File: src/rtl/dp_sequencer.sv
// Control sequencer for the SPARC-subset datapath: fetch, decode and execute of
// ALU, ld, st and NOP-class instructions with an MFA/MFC memory handshake.
module dp_sequencer #(
  parameter int unsigned MFC_TIMEOUT = 16
) (
  input  logic        Clk,
  input  logic        Reset,
  input  logic [31:0] IR,
  input  logic        MFC,
  output logic        ClrPC,
  output logic        IRE,
  output logic        MDRE,
  output logic        MARE,
  output logic        PCE,
  output logic        nPCE,
  output logic        RFE,
  output logic        MFA,
  output logic        MOP_SEL,
  output logic        MAR_SEL,
  output logic        MDR_SEL,
  output logic        RA_SEL,
  output logic [1:0]  RC_SEL,
  output logic [1:0]  ALU_SEL,
  output logic        AOP_SEL,
  output logic [3:0]  State,
  output logic        Halt,
  output logic        Illegal
);

  localparam int unsigned CW = (MFC_TIMEOUT < 1) ? 1 : $clog2(MFC_TIMEOUT + 1);

  localparam logic [3:0] S_RESET      = 4'd0;
  localparam logic [3:0] S_FETCH_ADDR = 4'd1;
  localparam logic [3:0] S_FETCH_WAIT = 4'd2;
  localparam logic [3:0] S_DECODE     = 4'd3;
  localparam logic [3:0] S_ALU_EXEC   = 4'd4;
  localparam logic [3:0] S_MEM_ADDR   = 4'd5;
  localparam logic [3:0] S_LD_WAIT    = 4'd6;
  localparam logic [3:0] S_LD_WB      = 4'd7;
  localparam logic [3:0] S_ST_WAIT    = 4'd8;
  localparam logic [3:0] S_PC_UPDATE  = 4'd9;
  localparam logic [3:0] S_HALT       = 4'd15;

  logic [3:0]    state, state_next;
  logic [CW-1:0] cnt, cnt_next, cnt_inc;
  logic          illegal_next;
  logic          timed_out;

  logic [1:0] op;
  logic [5:0] op3;
  logic       rd_zero, is_ld, is_st;
  logic       unused_ir;

  assign op        = IR[31:30];
  assign op3       = IR[24:19];
  assign rd_zero   = (IR[29:25] == 5'd0);
  assign is_ld     = (op3 == 6'b000000);
  assign is_st     = (op3 == 6'b000100);
  assign unused_ir = ^{IR[18:14], IR[12:0]};

  // Saturating wait counter; the increment that reaches the limit ends the wait.
  assign cnt_inc   = (cnt == {CW{1'b1}}) ? cnt : cnt + CW'(1);
  assign timed_out = (cnt_inc >= CW'(MFC_TIMEOUT));

  assign State = state;

  always_ff @(posedge Clk) begin
    if (Reset) begin
      state   <= S_RESET;
      cnt     <= '0;
      Illegal <= 1'b0;
    end else begin
      state   <= state_next;
      cnt     <= cnt_next;
      Illegal <= illegal_next;
    end
  end

  // Next-state and Moore decode; IRE/MDRE additionally qualified by MFC in waits.
  always_comb begin
    state_next   = state;
    cnt_next     = '0;
    illegal_next = Illegal;
    ClrPC   = 1'b0;
    IRE     = 1'b1;
    MDRE    = 1'b1;
    MARE    = 1'b1;
    PCE     = 1'b1;
    nPCE    = 1'b1;
    RFE     = 1'b1;
    MFA     = 1'b0;
    MOP_SEL = 1'b1;
    MAR_SEL = 1'b0;
    MDR_SEL = 1'b0;
    RA_SEL  = 1'b0;
    RC_SEL  = 2'd2;
    ALU_SEL = 2'd0;
    AOP_SEL = 1'b0;
    Halt    = 1'b0;

    case (state)
      S_RESET: begin
        ClrPC      = 1'b1;
        state_next = S_FETCH_ADDR;
      end
      S_FETCH_ADDR: begin
        MARE       = 1'b0;
        state_next = S_FETCH_WAIT;
      end
      S_FETCH_WAIT: begin
        MFA     = 1'b1;
        MDR_SEL = 1'b1;
        if (MFC) begin
          IRE        = 1'b0;
          MDRE       = 1'b0;
          state_next = S_DECODE;
        end else if (timed_out) begin
          state_next = S_HALT;
        end else begin
          cnt_next = cnt_inc;
        end
      end
      S_DECODE: begin
        if (op == 2'b10)                   state_next = S_ALU_EXEC;
        else if (op != 2'b11)              state_next = S_PC_UPDATE;
        else if (is_ld || is_st)           state_next = S_MEM_ADDR;
        else begin
          state_next   = S_HALT;
          illegal_next = 1'b1;
        end
      end
      S_ALU_EXEC: begin
        RA_SEL     = 1'b1;
        AOP_SEL    = IR[13];
        RC_SEL     = 2'd0;
        RFE        = rd_zero;
        state_next = S_PC_UPDATE;
      end
      S_MEM_ADDR: begin
        AOP_SEL = IR[13];
        MAR_SEL = 1'b1;
        MARE    = 1'b0;
        // A store also routes rd through the B path into MDR in this cycle.
        if (is_st) begin
          RA_SEL     = 1'b0;
          ALU_SEL    = 2'd2;
          MDRE       = 1'b0;
          state_next = S_ST_WAIT;
        end else begin
          RA_SEL     = 1'b1;
          ALU_SEL    = 2'd1;
          state_next = S_LD_WAIT;
        end
      end
      S_LD_WAIT: begin
        MFA     = 1'b1;
        MDR_SEL = 1'b1;
        if (MFC) begin
          MDRE       = 1'b0;
          state_next = S_LD_WB;
        end else if (timed_out) begin
          state_next = S_HALT;
        end else begin
          cnt_next = cnt_inc;
        end
      end
      S_LD_WB: begin
        RC_SEL     = 2'd1;
        ALU_SEL    = 2'd2;
        RFE        = rd_zero;
        state_next = S_PC_UPDATE;
      end
      S_ST_WAIT: begin
        MFA     = 1'b1;
        MOP_SEL = 1'b0;
        if (MFC)            state_next = S_PC_UPDATE;
        else if (timed_out) state_next = S_HALT;
        else                cnt_next   = cnt_inc;
      end
      S_PC_UPDATE: begin
        PCE        = 1'b0;
        nPCE       = 1'b0;
        state_next = S_FETCH_ADDR;
      end
      S_HALT: begin
        Halt = 1'b1;
      end
      default: begin
        state_next = S_HALT;
      end
    endcase
  end

endmodule

File: config.mk
export PLATFORM = sky130hd
export DESIGN_NAME = dp_sequencer
export DESIGN_NICKNAME = d
export VERILOG_FILES = /design/src/rtl/dp_sequencer.sv
export SDC_FILE = /design/constraint.sdc
export NUM_CORES = 1
export LEC_CHECK = 0
export CORE_ASPECT_RATIO = 1.5
export CORE_MARGIN = 4
export CORE_UTILIZATION = 35
export DETAILED_ROUTE_END_ITERATION = 10
export PLACE_DENSITY = 0.84
export SYNTH_ARGS = -nofsm -noshare
export SYNTH_HDL_FRONTEND = slang
export SYNTH_SLANG_ARGS = --single-unit
File: constraint.sdc
create_clock -name Clk -period 5.25 [get_ports Clk]
set_clock_uncertainty 0.2 [all_clocks]
set_input_delay 0.525 -clock Clk [delete_from_list [all_inputs] [get_ports Clk]]
set_output_delay 0.525 -clock Clk [all_outputs]
set_load 0.01 [all_outputs]
# After elaboration in Yosys (flattened, before gate mapping)
# Cells that the tools add are included.
dict set report op_classes {
  n_mux 28
  n_addsub 1
  n_eq_ne 14
  n_bitwise 4
  n_reduce_logical 12
  order_cmp 1
}
# cell count
set ops {}
lappend ops {{case mux 4 bit (9 select lines)} 1}
lappend ops {{two-way mux 4 bit} 8}
lappend ops {{equality test 4 x 3 -> 1 bit (second input constant)} 4}
lappend ops {{two-way mux 1 bit} 13}
lappend ops {{equality test 4 bit (second input constant)} 3}
lappend ops {{OR reduction 2 bit} 5}
lappend ops {{equality test 4 x 2 -> 1 bit (second input constant)} 2}
lappend ops {{case mux 2 bit (2 select lines)} 2}
lappend ops {{equality test 6 x 3 -> 1 bit (second input constant)} 1}
lappend ops {{zero test 6 bit} 1}
lappend ops {{adder 5 x 1 -> 5 bit (second input constant)} 1}
lappend ops {{equality test 5 bit (second input constant)} 1}
lappend ops {{greater-or-equal comparator 5 bit (second input constant)} 1}
lappend ops {{zero test 5 bit} 1}
lappend ops {{two-way mux 5 bit} 1}
lappend ops {{equality test 4 x 1 -> 1 bit (second input constant)} 1}
lappend ops {{zero test 4 bit} 1}
lappend ops {{NOT 1 bit} 4}
lappend ops {{case mux 1 bit (2 select lines)} 2}
lappend ops {{AND reduction 4 bit} 1}
lappend ops {{OR reduction 4 bit} 1}
lappend ops {{OR reduction 3 bit} 1}
lappend ops {{equality test 2 bit (second input constant)} 1}
lappend ops {{two-way mux 2 bit} 1}
lappend ops {{2 further kinds} 2}
dict set report totals {
  ff_bits 10
  out_inout_bits 23
  word_cells 63
}

# Depth between registers and ports, before layout
dict set report depth {
  word_depth 6
  ltp_mapped 5
  depth_no_buf 5
}

# Worst setup path before layout
# Ideal clock, no wire load.
dict set report synth_path {
  kind {register -> output}
  start {reg state[0] (netlist: State[0])}
  end {out ALU_SEL[1]}
  slack_ps 3230
  required_time_ps 4525
  arrival_time_ps 1295
  stages_incl_launch_ff 5
  path_cell_list {dfxtp_1 -> buf_2 -> buf_1 -> nand2_1 -> o21ai_0}
}
dict set report synth_via {
  elab_chain_len 2
  word_cells_on_any_way 3
  classes_between {eq/ne: 2; mux: 1}
}
# item line
set synth_lines {}
lappend synth_lines {{from (decl)} 44} ;# logic [3:0] state, state_next;
lappend synth_lines {{from (signal assigned)} 73} ;# state <= state_next;
lappend synth_lines {{equality test 4 x 3 -> 1 bit} 101} ;# case (state)
lappend synth_lines {{case mux 2 bit (2 select lines) *} 101}
lappend synth_lines {{to (decl)} 23} ;# output logic [1:0] ALU_SEL,
# Every way passes the cells marked *; elsewhere a longest branch is shown, timed or not.

# Final worst setup path
dict set report layout_path {
  start {in IR[20]}
  end {out ALU_SEL[1]}
}
dict set report layout_via {
  elab_chain_len 3
}
# item line
set layout_lines {}
lappend layout_lines {{from (decl)} 8} ;# input logic [31:0] IR,
lappend layout_lines {{equality test 6 x 3 -> 1 bit} 58} ;# assign is_st = (op3 == 6'b000100);
lappend layout_lines {{two-way mux 2 bit} 144} ;# if (is_st) begin
lappend layout_lines {{case mux 2 bit (2 select lines)} 101}
# No other way between the ends.

==> metrics <==
outcome complete, no violations; Syn. warnings 0; Worst path max stage delay 0.57 ns; via-per-instance ratio around 5.6; Crit-path slowest cell clkdlybuf4s50_1; vias in the first global route between 800 and 900; H-tree depth 1; Residual DRC 0; CTS resizes 0; global placement routability congestion 0.736; DR vias 883; synthesized flop and latch total 10; CP most frequent cell clkdlybuf4s50_1; IR Drop Worst-Case VDD 0.000207 V; Top FF cell, synth dfxtp_1; Synth cell types 44; Antenna Diode Count 0; Overall Power between 400 and 500 uW; Mapped Area 742 um^2; top-level I/O count 58; Worst Hold Class register to register; Max-Cap Viols 0; remaining global-route overflow 0; most frequent cells in the layout clkdlybuf4s50_1 (39), nor2_1 (12), dfxtp_1 (10), nand2_1 (10), a21oi_1 (7); EDFF count, synth 0; Chip Width approximately 46 um; Final ANT Viol Nets 0; die area ~0.0029 mm^2; die height about 64 um; most common cell after layout, fill and taps aside clkdlybuf4s50_1; Psw ~180 uW; final hold vios 0; Synth-to-Final Area Change 55.3%; Fmax achieved 332 MHz; GRT Total Usage 0.165; PortBufs 39; Sinks on Clock Net 10; worst hold slack 0.290 ns; initial antenna violation count 0; Synth top area share 0.270; Clk Latency, worst-skew pair 0.27 ns; core area about 0.002 mm^2; relative max-transition margin 0.560; largest net degree at the start of global routing 22; CTS Hold Bufs 0; Total Wirelength roughly 2200 um; Setup-failing EPs final 0; Gate power share 0.564; postcts setup bufs 0; clock root buffer clkbuf_4; post-synthesis sequential area ratio 0.270; Finished Layout Cells between 150 and 200; synthesized instance count 100; CP delay by family, top buffers and inverters; Clk pwr share 0.120; worst-path maximum fanout 5; Crit Path Category input port to output pin; DP HPWL 1800 um; FF-to-FF setup slack 3.34 ns; CTS tree built; Synth area leader dfxtp_1; LEAKAGE 0.407 nW; Clock Path Buffers 2; share of cells above drive strength 1 0.0588; Inst Count DP 155; unrepaired setup endpoints after global routing false; Pre-antenna DRT Iters 4; asr flop ratio synth 0; Synth area leaders dfxtp_1 (27%), nor2_1 (6.1%), nand2_1 (5.1%); register share of total power 0.317; global-route wire length before repair 3680 um; NumNets Final 174; Reg clk slew, reported paths 0.06 ns; Avg WL per Cell 14.1 um; total CTS buffers 3; setup TNS 0 ns; switch share 0.413; initial core utilization 0.366; Syn Area/Cell 7.42 um^2; Req. time, crit path 4.53 ns; minimum clock period roughly 3.0 ns; Syn Nets ~140; CP cell instances clkdlybuf4s50_1, nor3_1, nand4_1, o21ai_0, clkdlybuf4s50_1; fin crit share 0.574; Least-Margin Pin Slew 0.659 ns; number of DRC markers in iteration 0 18; power density of the placed cells about 380 mW/mm^2; critical path arrival 2.29 ns; Worst Path Buf+Inv 2; Crit. End Element output pin; total internal power ~260 uW; num rows 20; crit start category input port; final slew viol count 0
## synthesized netlist by cell type (2+ instances only)
cell type  count
o22ai_1        2
xor2_1         2
o21bai_1       2
a21boi_0       2
buf_2          3
nor2b_1        2
o21ai_0        2
a21oi_1        7
a31oi_1        4
inv_1          3
nor3_1         2
nor2_1        12
nand3_1        5
nand2_1       10
o211ai_1       2
xnor2_1        2
nand2b_1       2
dfxtp_1       10
## per-layer routing
layer  track usage  routed length [um]  up-vias  share of wire
met4        0.0659                  36        0          0.016
met2         0.288                1210       31           0.54
met3        0.0254                 155        3          0.070
li1              -                   -      434              -
met1         0.189                 828      415           0.37
met5             0                   0        -              0
## kinds of logic (layout without fill, tap and decap cells)
logic type               count (synthesis)  count (layout)  synth area share
flip-flops                              10              10             0.270
other                                    1               1           0.00505
adder cells (fa/ha/maj)                  2               2            0.0304
buffers and inverters                    9              45            0.0556
XOR/XNOR                                 4               4            0.0472
AND/OR/NAND/NOR                         46              46             0.342
AO/OA/AOI/OAI                           28              28             0.250
## worst register-to-register path: cells and delay by family, from the launching register on
kind               cells  cell delay, ns
AOI/OAI and AO/OA      2            0.22
DFF                    1            0.63
and+or+nand+nor        2            0.79
## through the flow
step	util	worst slack (ns)	cell area [um^2]
after detailed placement	0.557	2.25	1130
after global placement	0.557	2.29	1130
final	0.569	2.24	1150
after global routing	0.569	2.11	1150
after CTS	0.569	2.25	1150
after floorplan	-	3.23	742
## power by group through the flow
stage,Clock (mW),Combinational [mW],Sequential [mW]
3_3_place_gp,0,0.242,0.139
4_1_cts,0.0541,0.248,0.137
5_1_grt,0.0607,0.269,0.143
2_1_floorplan,0,0.157,0.108
6_report,0.0522,0.246,0.138
3_5_place_dp,0,0.247,0.139
## state kept, by name, summed over array words and instances, names as in the netlist, named ones only
register and cells:
Illegal 1, State 4, cnt 4
## layout make-up
class	instances	area (um^2)
fillers	193	875
multi-input cells	81	500
repair buffers	39	390
flip-flops and latches	10	200
well taps	22	27.5
clock buffers	3	22.5
inverters	3	11.3
## path summary, 6_finish.rpt
check	start	endpoint	cells past startpoint
max reg2reg	State[1]$_SDFFE_PP0N_	cnt[2]$_SDFF_PP0_	4
min	register	register	2
max	IR[20]	ALU_SEL[1]	5
min reg2reg	register	register	2
No activity file was read; power rests on OpenSTA's default activity.
